--- config.mk ---
export PLATFORM = sky130hd
export DESIGN_NAME = fp_addsub_serial
export DESIGN_NICKNAME = d
export VERILOG_FILES = /design/src/rtl/fp_addsub_serial_pkg.sv /design/src/rtl/fp_addsub_serial_unit_adder.sv /design/src/rtl/fp_addsub_serial.sv
export SDC_FILE = /design/constraint.sdc
export NUM_CORES = 1
export LEC_CHECK = 0
export BUFFER_PORTS_ARGS = -buffer_cell sky130_fd_sc_hd__buf_2
export CAP_MARGIN = 10
export CORE_AREA = 2 2 92 94
export CTS_CLUSTER_SIZE = 10
export DETAILED_ROUTE_END_ITERATION = 6
export DIE_AREA = 0 0 94 96
export HOLD_SLACK_MARGIN = 0.02
export PLACE_DENSITY = 0.76
export SLEW_MARGIN = 20
export SYNTH_ARGS = -nofsm -noshare
export SYNTH_HDL_FRONTEND = slang
export SYNTH_SLANG_ARGS = --single-unit
--- constraint.sdc ---
create_clock -name clk -period 7.3 [get_ports clk]
set_input_delay 0.365 -clock clk [delete_from_list [all_inputs] [get_ports clk]]
set_output_delay 0.365 -clock clk [all_outputs]
set_load 0.02 [all_outputs]
--- src/rtl/fp_addsub_serial_pkg.sv ---
// Shared definitions for the digit-serial Fp add/sub engine and its controller.
// Op encoding and FSM state enum are exported here for reuse.
package fp_addsub_serial_pkg;

    localparam logic OP_ADD = 1'b0;
    localparam logic OP_SUB = 1'b1;

    typedef enum logic [1:0] {
        IDLE  = 2'd0,
        RUN   = 2'd1,
        DRAIN = 2'd2
    } state_e;

    // Digit counter width; at least one bit even for single-digit operands.
    function automatic int unsigned cnt_width(input int unsigned n);
        return (n > 1) ? $clog2(n) : 1;
    endfunction

endpackage

--- src/rtl/fp_addsub_serial_unit_adder.sv ---
// Combinational W-bit adder with carry in and carry out.
module fp_addsub_serial_unit_adder #(
    parameter int unsigned W = 32
) (
    input  logic [W-1:0] a,
    input  logic [W-1:0] b,
    input  logic         cin,
    output logic [W-1:0] sum_c,
    output logic         cout_c
);

    logic [W:0] full;

    assign full   = {1'b0, a} + {1'b0, b} + {{W{1'b0}}, cin};
    assign sum_c  = full[W-1:0];
    assign cout_c = full[W];

endmodule

--- src/rtl/fp_addsub_serial.sv ---
// Digit-serial add/subtract engine, LSB digit first, ready/valid on both streams.
// Optional zero-detect on the result is enabled by defining FP_ADDSUB_ZERO_FLAG_EN.
module fp_addsub_serial
    import fp_addsub_serial_pkg::*;
#(
    parameter int unsigned RADIX  = 32,
    parameter int unsigned DIGITS = 14
) (
    input  logic             clk,
    input  logic             rst_n,
    input  logic             start,
    input  logic             op_sub,
    input  logic             carry_in,
    output logic             busy,
    input  logic             digit_in_valid,
    output logic             digit_in_ready,
    input  logic [RADIX-1:0] digit_a,
    input  logic [RADIX-1:0] digit_b,
    output logic             digit_out_valid,
    input  logic             digit_out_ready,
    output logic [RADIX-1:0] digit_res,
    output logic             digit_last,
    output logic             done,
    output logic             carry_out,
    output logic             res_zero
);

    localparam int unsigned     CNT_W    = cnt_width(DIGITS);
    localparam logic [CNT_W-1:0] LAST_IDX = CNT_W'(DIGITS - 1);

    state_e           state_q, state_d;
    logic             op_sub_q, op_sub_d;
    logic             c_q, c_d;
    logic [CNT_W-1:0] cnt_q, cnt_d;
    logic             busy_q, busy_d;
    logic             dov_q, dov_d;
    logic [RADIX-1:0] res_q, res_d;
    logic             last_q, last_d;
    logic             done_q, done_d;
    logic             carry_out_q, carry_out_d;

    logic [RADIX-1:0] b_eff;
    logic [RADIX-1:0] sum;
    logic             cout;
    logic             start_acc;
    logic             in_xfer;
    logic             out_xfer;
    logic             is_last;

    // Subtraction is A + ~B + ~borrow_in through the same adder.
    assign b_eff = (op_sub_q == OP_SUB) ? ~digit_b : digit_b;

    fp_addsub_serial_unit_adder #(.W(RADIX)) u_unit_adder (
        .a      (digit_a),
        .b      (b_eff),
        .cin    (c_q),
        .sum_c  (sum),
        .cout_c (cout)
    );

    assign digit_in_ready = (state_q == RUN) & (~dov_q | digit_out_ready);
    assign start_acc      = (state_q == IDLE) & start;
    assign in_xfer        = digit_in_valid & digit_in_ready;
    assign out_xfer       = dov_q & digit_out_ready;
    assign is_last        = (cnt_q == LAST_IDX);

    // Next-state and datapath control.
    always_comb begin
        state_d     = state_q;
        op_sub_d    = op_sub_q;
        c_d         = c_q;
        cnt_d       = cnt_q;
        busy_d      = busy_q;
        dov_d       = dov_q;
        res_d       = res_q;
        last_d      = last_q;
        done_d      = 1'b0;
        carry_out_d = carry_out_q;

        case (state_q)
            IDLE: begin
                if (start) begin
                    op_sub_d = op_sub;
                    c_d      = (op_sub == OP_SUB) ? ~carry_in : carry_in;
                    cnt_d    = '0;
                    busy_d   = 1'b1;
                    state_d  = RUN;
                end
            end
            RUN: begin
                if (in_xfer) begin
                    c_d    = cout;
                    res_d  = sum;
                    dov_d  = 1'b1;
                    last_d = is_last;
                    if (is_last) begin
                        carry_out_d = (op_sub_q == OP_SUB) ? ~cout : cout;
                        state_d     = DRAIN;
                    end else begin
                        cnt_d = cnt_q + CNT_W'(1);
                    end
                end else if (out_xfer) begin
                    dov_d = 1'b0;
                end
            end
            DRAIN: begin
                if (out_xfer) begin
                    dov_d   = 1'b0;
                    done_d  = 1'b1;
                    busy_d  = 1'b0;
                    state_d = IDLE;
                end
            end
            default: state_d = IDLE;
        endcase
    end

    always_ff @(posedge clk) begin
        if (!rst_n) begin
            state_q     <= IDLE;
            op_sub_q    <= OP_ADD;
            c_q         <= 1'b0;
            cnt_q       <= '0;
            busy_q      <= 1'b0;
            dov_q       <= 1'b0;
            res_q       <= '0;
            last_q      <= 1'b0;
            done_q      <= 1'b0;
            carry_out_q <= 1'b0;
        end else begin
            state_q     <= state_d;
            op_sub_q    <= op_sub_d;
            c_q         <= c_d;
            cnt_q       <= cnt_d;
            busy_q      <= busy_d;
            dov_q       <= dov_d;
            res_q       <= res_d;
            last_q      <= last_d;
            done_q      <= done_d;
            carry_out_q <= carry_out_d;
        end
    end

    assign busy            = busy_q;
    assign digit_out_valid = dov_q;
    assign digit_res       = res_q;
    assign digit_last      = last_q;
    assign done            = done_q;
    assign carry_out       = carry_out_q;

`ifdef FP_ADDSUB_ZERO_FLAG_EN
    logic any_nz_q, any_nz_d;
    logic res_zero_q, res_zero_d;

    // Sticky OR of result digits; flag latched alongside carry_out.
    always_comb begin
        any_nz_d   = any_nz_q;
        res_zero_d = res_zero_q;
        if (start_acc) begin
            any_nz_d = 1'b0;
        end else if (in_xfer) begin
            any_nz_d = any_nz_q | (|sum);
            if (is_last) begin
                res_zero_d = ~(any_nz_q | (|sum));
            end
        end
    end

    always_ff @(posedge clk) begin
        if (!rst_n) begin
            any_nz_q   <= 1'b0;
            res_zero_q <= 1'b0;
        end else begin
            any_nz_q   <= any_nz_d;
            res_zero_q <= res_zero_d;
        end
    end

    assign res_zero = res_zero_q;
`else
    logic unused_start_acc;
    assign unused_start_acc = start_acc;
    assign res_zero         = 1'b0;
`endif

endmodule

Yosys cells after proc, flatten, opt, wreduce, memory -nomap -nowiden
Cells that the tools add are included.
{"block": "word_totals", "out_inout_bits": 39, "regBits": 45, "input_bits": 71, "ram_bits": 0, "mem_count": 0, "elab_cells": 63, "latch_bits": 0, "romBits": 0}
{"block": "op_classes", "n_mux": 22, "add_sub_neg": 3, "bitwise": 8, "n_shift": 0, "order_cmp": 0, "n_div": 0, "mul": 0, "eq_ne": 8, "reduce_logical": 12}
{"cell": "$add A32 B32 Y33", "count": 1}
{"cell": "$add A33 B1 Y33", "count": 1}
{"cell": "$mux W32", "count": 1}
{"cell": "$not A32 Y32", "count": 1}
{"cell": "$mux W4", "count": 3}
{"cell": "$ne A2 B2 Y1 const B", "count": 5}
{"cell": "$mux W1", "count": 9}
{"cell": "$reduce_and A3 Y1", "count": 3}
{"cell": "$mux W2", "count": 4}
{"cell": "$pmux W4 S2", "count": 1}
{"cell": "$reduce_and A4 Y1", "count": 2}
{"cell": "$pmux W1 S2", "count": 3}
{"cell": "$pmux W2 S3", "count": 1}
{"cell": "$reduce_and A2 Y1", "count": 3}
{"cell": "$reduce_bool A2 Y1", "count": 3}
{"cell": "$add A4 B1 Y4 const B", "count": 1}
{"cell": "$eq A4 B4 Y1 const B", "count": 1}
{"cell": "$and A1 B1 Y1", "count": 3}
{"cell": "$not A1 Y1", "count": 3}
{"cell": "$eq A2 B1 Y1 const B", "count": 1}
{"cell": "$eq A2 B2 Y1 const B", "count": 1}
{"cell": "$logic_not A2 Y1", "count": 1}
{"cell": "$or A1 B1 Y1", "count": 1}

Depth between registers and ports, before layout
{"block": "logic_depth", "depth_word": 6, "mapped_depth": 14, "ltp_nobuf": 12}

Cells and area by module
From an unflattened synthesis, not the netlist that was laid out.
{"block": "hier_totals", "hier_cells": 518, "area_unflattened_um2": 3990.1}
{"mod": "fp_addsub_serial", "cells_per_inst": 269, "seq_area_each_um2": 900.9, "n_inst": 1, "area_each_um2": 2203.4}
{"mod": "fp_addsub_serial_unit_adder", "cells_per_inst": 249, "seq_area_each_um2": 0.0, "n_inst": 1, "area_each_um2": 1786.7}

Least setup slack after synthesis
OpenSTA, ideal clock, no wires.
{"block": "synth_timing", "path_type": "reg-to-reg", "start": "register op_sub_q", "end": "register res_q[30] (netlist: digit_res[30])", "required_ps": 7180, "period_less_slack_ps": 3453, "setup_ps": 120, "stages_incl_launch_ff": 15, "setup_slack_ps": 3847, "t_arrival_ps": 3332, "n_path_buf": 2, "cell_sequence": "dfxtp_1 > clkbuf_1 > clkbuf_1 > xnor2_1 > fa_1 > inv_1 > fa_1 > a211oi_1 > o21ai_1 > o211ai_2 > a31oi_2 > a221o_2 > a221oi_2 > or4b_1 > nand3_1"}
{"block": "synth_between", "elab_chain_cells": 3}
{"item": "from (decl)", "line": "fp_addsub_serial.sv:32", "rtl": "logic op_sub_q, op_sub_d;"}
{"item": "from (signal assigned)", "line": "fp_addsub_serial.sv:132", "rtl": "op_sub_q <= op_sub_d;"}
{"item": "$mux W32", "line": "fp_addsub_serial.sv:51", "rtl": "assign b_eff = (op_sub_q == OP_SUB) ? ~digit_b : digit_b;"}
{"item": "$add A32 B32 Y33", "line": "fp_addsub_serial_unit_adder.sv:14", "rtl": "assign full = {1'b0, a} + {1'b0, b} + {{W{1'b0}}, cin};"}
{"item": "$add A33 B1 Y33", "line": "fp_addsub_serial_unit_adder.sv:14"}
{"item": "to (signal assigned)", "line": "fp_addsub_serial.sv:137", "rtl": "res_q <= res_d;"}
{"item": "to (decl)", "line": "fp_addsub_serial.sv:37", "rtl": "logic [RADIX-1:0] res_q, res_d;"}
No other way between the ends.
A chain may end at the register's enable or synchronous reset.

Worst setup path in the final report
Ends and elaborated chain as after synthesis.

==> impl_metrics.csv <==
group,metric,value,unit
floorplanning,num_rows,33,
synthesis,yosys.area.top_type,"dfxtp_1",
sta,rsz0062_at_grt,"false",
synthesis,async_flop_share,0,%
sta,hold_viol,0,
critical_path,critPathLaunchType,"flip-flop",
route,drt_iter0_drc,182,
global_routing,grt_start_max_net_pins,58,
clock_network,hold_buffers,0,
sta,fin_crit_sh,51.02,%
critical_path,critical-path-top-delay-family,"compound AO/OA/AOI/OAI gates",
critical_path,crit_cells,12,
power_and_ir_drop,ir_drop,0.1065,mV
route,drt.antenna.violating_nets,0,
floorplanning,die-area,9024,um2
clock_network,cts-buffers-inserted,5,
clock_network,post_cts_buffers,0,
clock_network,max-clock-path-buffers,2,
synthesis,synth.area.mux_share,0.5118,%
placement,gp_congestion,0.8957,
critical_path,startpoint,"op_sub_q$_SDFFE_PN0P_",
sta,finalMaxSlewViolations,0,
critical_path,endpoint,"digit_res[30]$_SDFFE_PN0P_",
sta,max_slew_margin,35.86,%
critical_path,critPathCaptureType,"flip-flop",
sta,finClkSkew,0.008480,ns
synthesis,synth-xor-area-share,12.76,%
critical_path,crit_path_cell_trace,"xnor2_1 > fa_1 > inv_1 > fa_1 > a211oi_1 > o21ai_1 > o211ai_2 > a31oi_2 > a221o_2 > a221oi_2 > or4b_1 > nand3_1",
critical_path,crit_path_max_fanout,35,
critical_path,worst_ep_arrival_time,3.90,ns
synthesis,yosys_warnings,0,
global_routing,track_usage,21.38,%
clock_network,clk_pin_slew,0.08,ns
cells_and_area,layout-drive-gt1-share,22.15,%
critical_path,cp.required,7.48,ns
synthesis,synth-simple-area-share,22.30,%
synthesis,synth_cell_types,56,
clock_network,clock_latency,0.29,ns
sta,fin_crit,3.724,ns
critical_path,path_class,"flip-flop to flip-flop",
flow_run,max_cap_violations,0,
synthesis,synth_compound_area_share,23.93,%
floorplanning,core_area,8051,um2
route,vias_per_cell,5.536,
hold_path,hold_class,"input port to flip-flop",
sta,fmax,268.5,MHz
synthesis,synth_top_area_share,23.03,%
global_routing,grt_pass1_wl,15.92,mm
synthesis,synth.avg_cell_area,7.823,um2
floorplanning,die_h,96,um
critical_path,slowest_stage,"dfxtp_2",
sta,setup_viol,0,
route,dr.pass1.iters,4,
synthesis,ys_top_cells_by_count,"nand2_1 (60), dfxtp_1 (45), xor2_1 (42)",
route,drc,0,
synthesis,synth_top_family_by_area,"compound AO/OA/AOI/OAI gates",
global_routing,grt.overflow.total,0,
clock_network,htree_levels,2,
floorplanning,die_x,94,um
critical_path,slowest_delay,0.97,ns
critical_path,cp_common_cell,"fa_1",
global_routing,antenna_found_initial,0,
power_and_ir_drop,p_leak,2.201,nW
route,wl,9.695,mm
synthesis,synth_nets,610,
sta,fin_setup_tns,0,ns
synthesis,synth_most_common_cell,"nand2_1",
cells_and_area,syn_to_final_growth,16.25,%
synthesis,synthCells,500,
power_and_ir_drop,powerDensity,189.0,nW/um2
critical_path,worstReg2RegStart,"op_sub_q$_SDFFE_PN0P_",
critical_path,r2r_cells,12,
run_status,status,"finished, final reports clean",
synthesis,ys.flop_type,"dfxtp_1",
floorplanning,start_util,48.58,%
synthesis,synth_area_leaders,"dfxtp_1 (23%), ha_1 (12%), xor2_1 (9.4%)",
clock_network,cts-root-buf,"clkbuf_8",
critical_path,r2r_setup_slack,3.58,ns
clock_network,clock_sinks,45,
synthesis,synthAdderAreaFrac,12.86,%
critical_path,r2r-end,"digit_res[30]$_SDFFE_PN0P_",
clock_network,cts_tree,"done",
synthesis,synth_edf_count,0,
global_routing,first_global_vias,3549,
route,wire_per_inst,14.01,um
floorplanning,io_pins,110,
placement,dp_hpwl,7.528,mm
placement,io_buffers,108,
route,dr_total_vias,3831,
cells_and_area,fin_nets,697,
synthesis,syn-cell-area,3911,um2
synthesis,yosysSeqAreaShare,23.03,%
cells_and_area,antenna_cells,0,
power_and_ir_drop,p_total,0.0008593,W
critical_path,cp.buffers_inverters,1,
sta,worst_pin_slew,0.9621,ns
clock_network,cts_resized,0,
synthesis,ys_seq_elements,45,
per-layer routing:
| metal | share of wire, % | up-vias | global-route usage [%] |
|---|---|---|---|
| li1 | - | 1941 | - |
| met1 | 44 | 1775 | 27.84 |
| met2 | 50 | 107 | 37.92 |
| met3 | 5.0 | 8 | 2.114 |
| met4 | 1.2 | 0 | 5.556 |
| met5 | 0 | - | 0 |
per-stage QoR:
step	instance area [um2]	setup slack, ns	util, %	hold WS, ns	cells
final	4547	3.576	56.47	0.3640	692
after global routing	4547	3.273	56.47	0.3646	692
after CTS	4547	3.558	56.47	0.3508	692
after detailed placement	4461	3.610	55.40	0.4609	685
after global placement	4461	3.732	55.40	0.4523	685
after floorplan	3911	3.847	-	0.4799	500
report_power, final:
part	internal, W	leakage (nW)	total (W)	switching, W
Sequential	0.000266	0.366	0.000284	0.0000179
Clock	0.0000754	0.0443	0.000160	0.0000846
Combinational	0.000170	1.79	0.000415	0.000245
Total	0.000512	2.20	0.000859	0.000348
cell families after synthesis:
logic type      count (synthesis)
mux                             2
flops                          45
buf+inv                        41
xor+xnor                       57
compound gates                141
fa+ha+maj                      39
simple gates                  174
other cells                     1
worst reg2reg max path, cell delays in order, from the launching register on:
cell and delay [ns]:
dfxtp_2 0.97, xnor2_1 0.21, fa_1 0.22, inv_1 0.06
fa_1 0.42, a211oi_1 0.25, o21ai_1 0.20, o211ai_2 0.23
a31oi_2 0.16, a221o_2 0.42, a221oi_2 0.27, or4b_1 0.16
nand3_1 0.06
placed cells by master (no fill, tap or decap), types with 3 or more instances in the layout:
cell type	netlist	routed
xor2_1	42	42
a21o_1	13	13
o31ai_1	3	3
nand2b_1	6	6
o21ai_2	3	3
o21bai_1	4	4
o21ai_0	36	36
and3_1	3	3
nand2_1	60	60
a31oi_1	8	8
and2_1	21	21
a21boi_0	5	5
nand4_1	10	10
ha_1	37	37
dfxtp_1	45	44
o211a_1	3	3
inv_1	12	12
nor2_1	24	24
nand3_1	22	22
o21a_1	3	3
nor2b_1	8	8
a211oi_1	5	5
or4b_1	4	4
a21oi_1	35	35
o211ai_1	3	3
xnor2_1	15	15
buf_2	3	108
nor3_1	7	7
clkbuf_8	0	6
cell type report:
cell class,instances,area [um2]
fill,781,3505
inverter,12,45.04
clock buffer,7,86.33
sequential,45,902.1
multi-input combinational,414,2834
tap,105,131.4
timing repair buffer,109,548.0
flip-flops by register name, summed over array words and instances, names as in the netlist:
name	count
digit_res	32
cnt_q	4
state_q	2
busy	1
c_q	1
carry_out	1
digit_last	1
digit_out_valid	1
done	1
op_sub_q	1
how the worst min path moves through the flow:
stage | cells after the start | start | end
detailed placement | 2 | digit_last$_SDFFE_PN0P_ | digit_last$_SDFFE_PN0P_
floorplan | 2 | cnt_q[3]$_SDFFE_PN0P_ | cnt_q[3]$_SDFFE_PN0P_
CTS | 3 | digit_out_ready | done$_SDFF_PN0_
global placement | 2 | digit_last$_SDFFE_PN0P_ | digit_last$_SDFFE_PN0P_
global route | 3 | digit_out_ready | done$_SDFF_PN0_
finish | 3 | digit_out_ready | done$_SDFF_PN0_
Note: power is estimated with default switching activity, not from simulation.
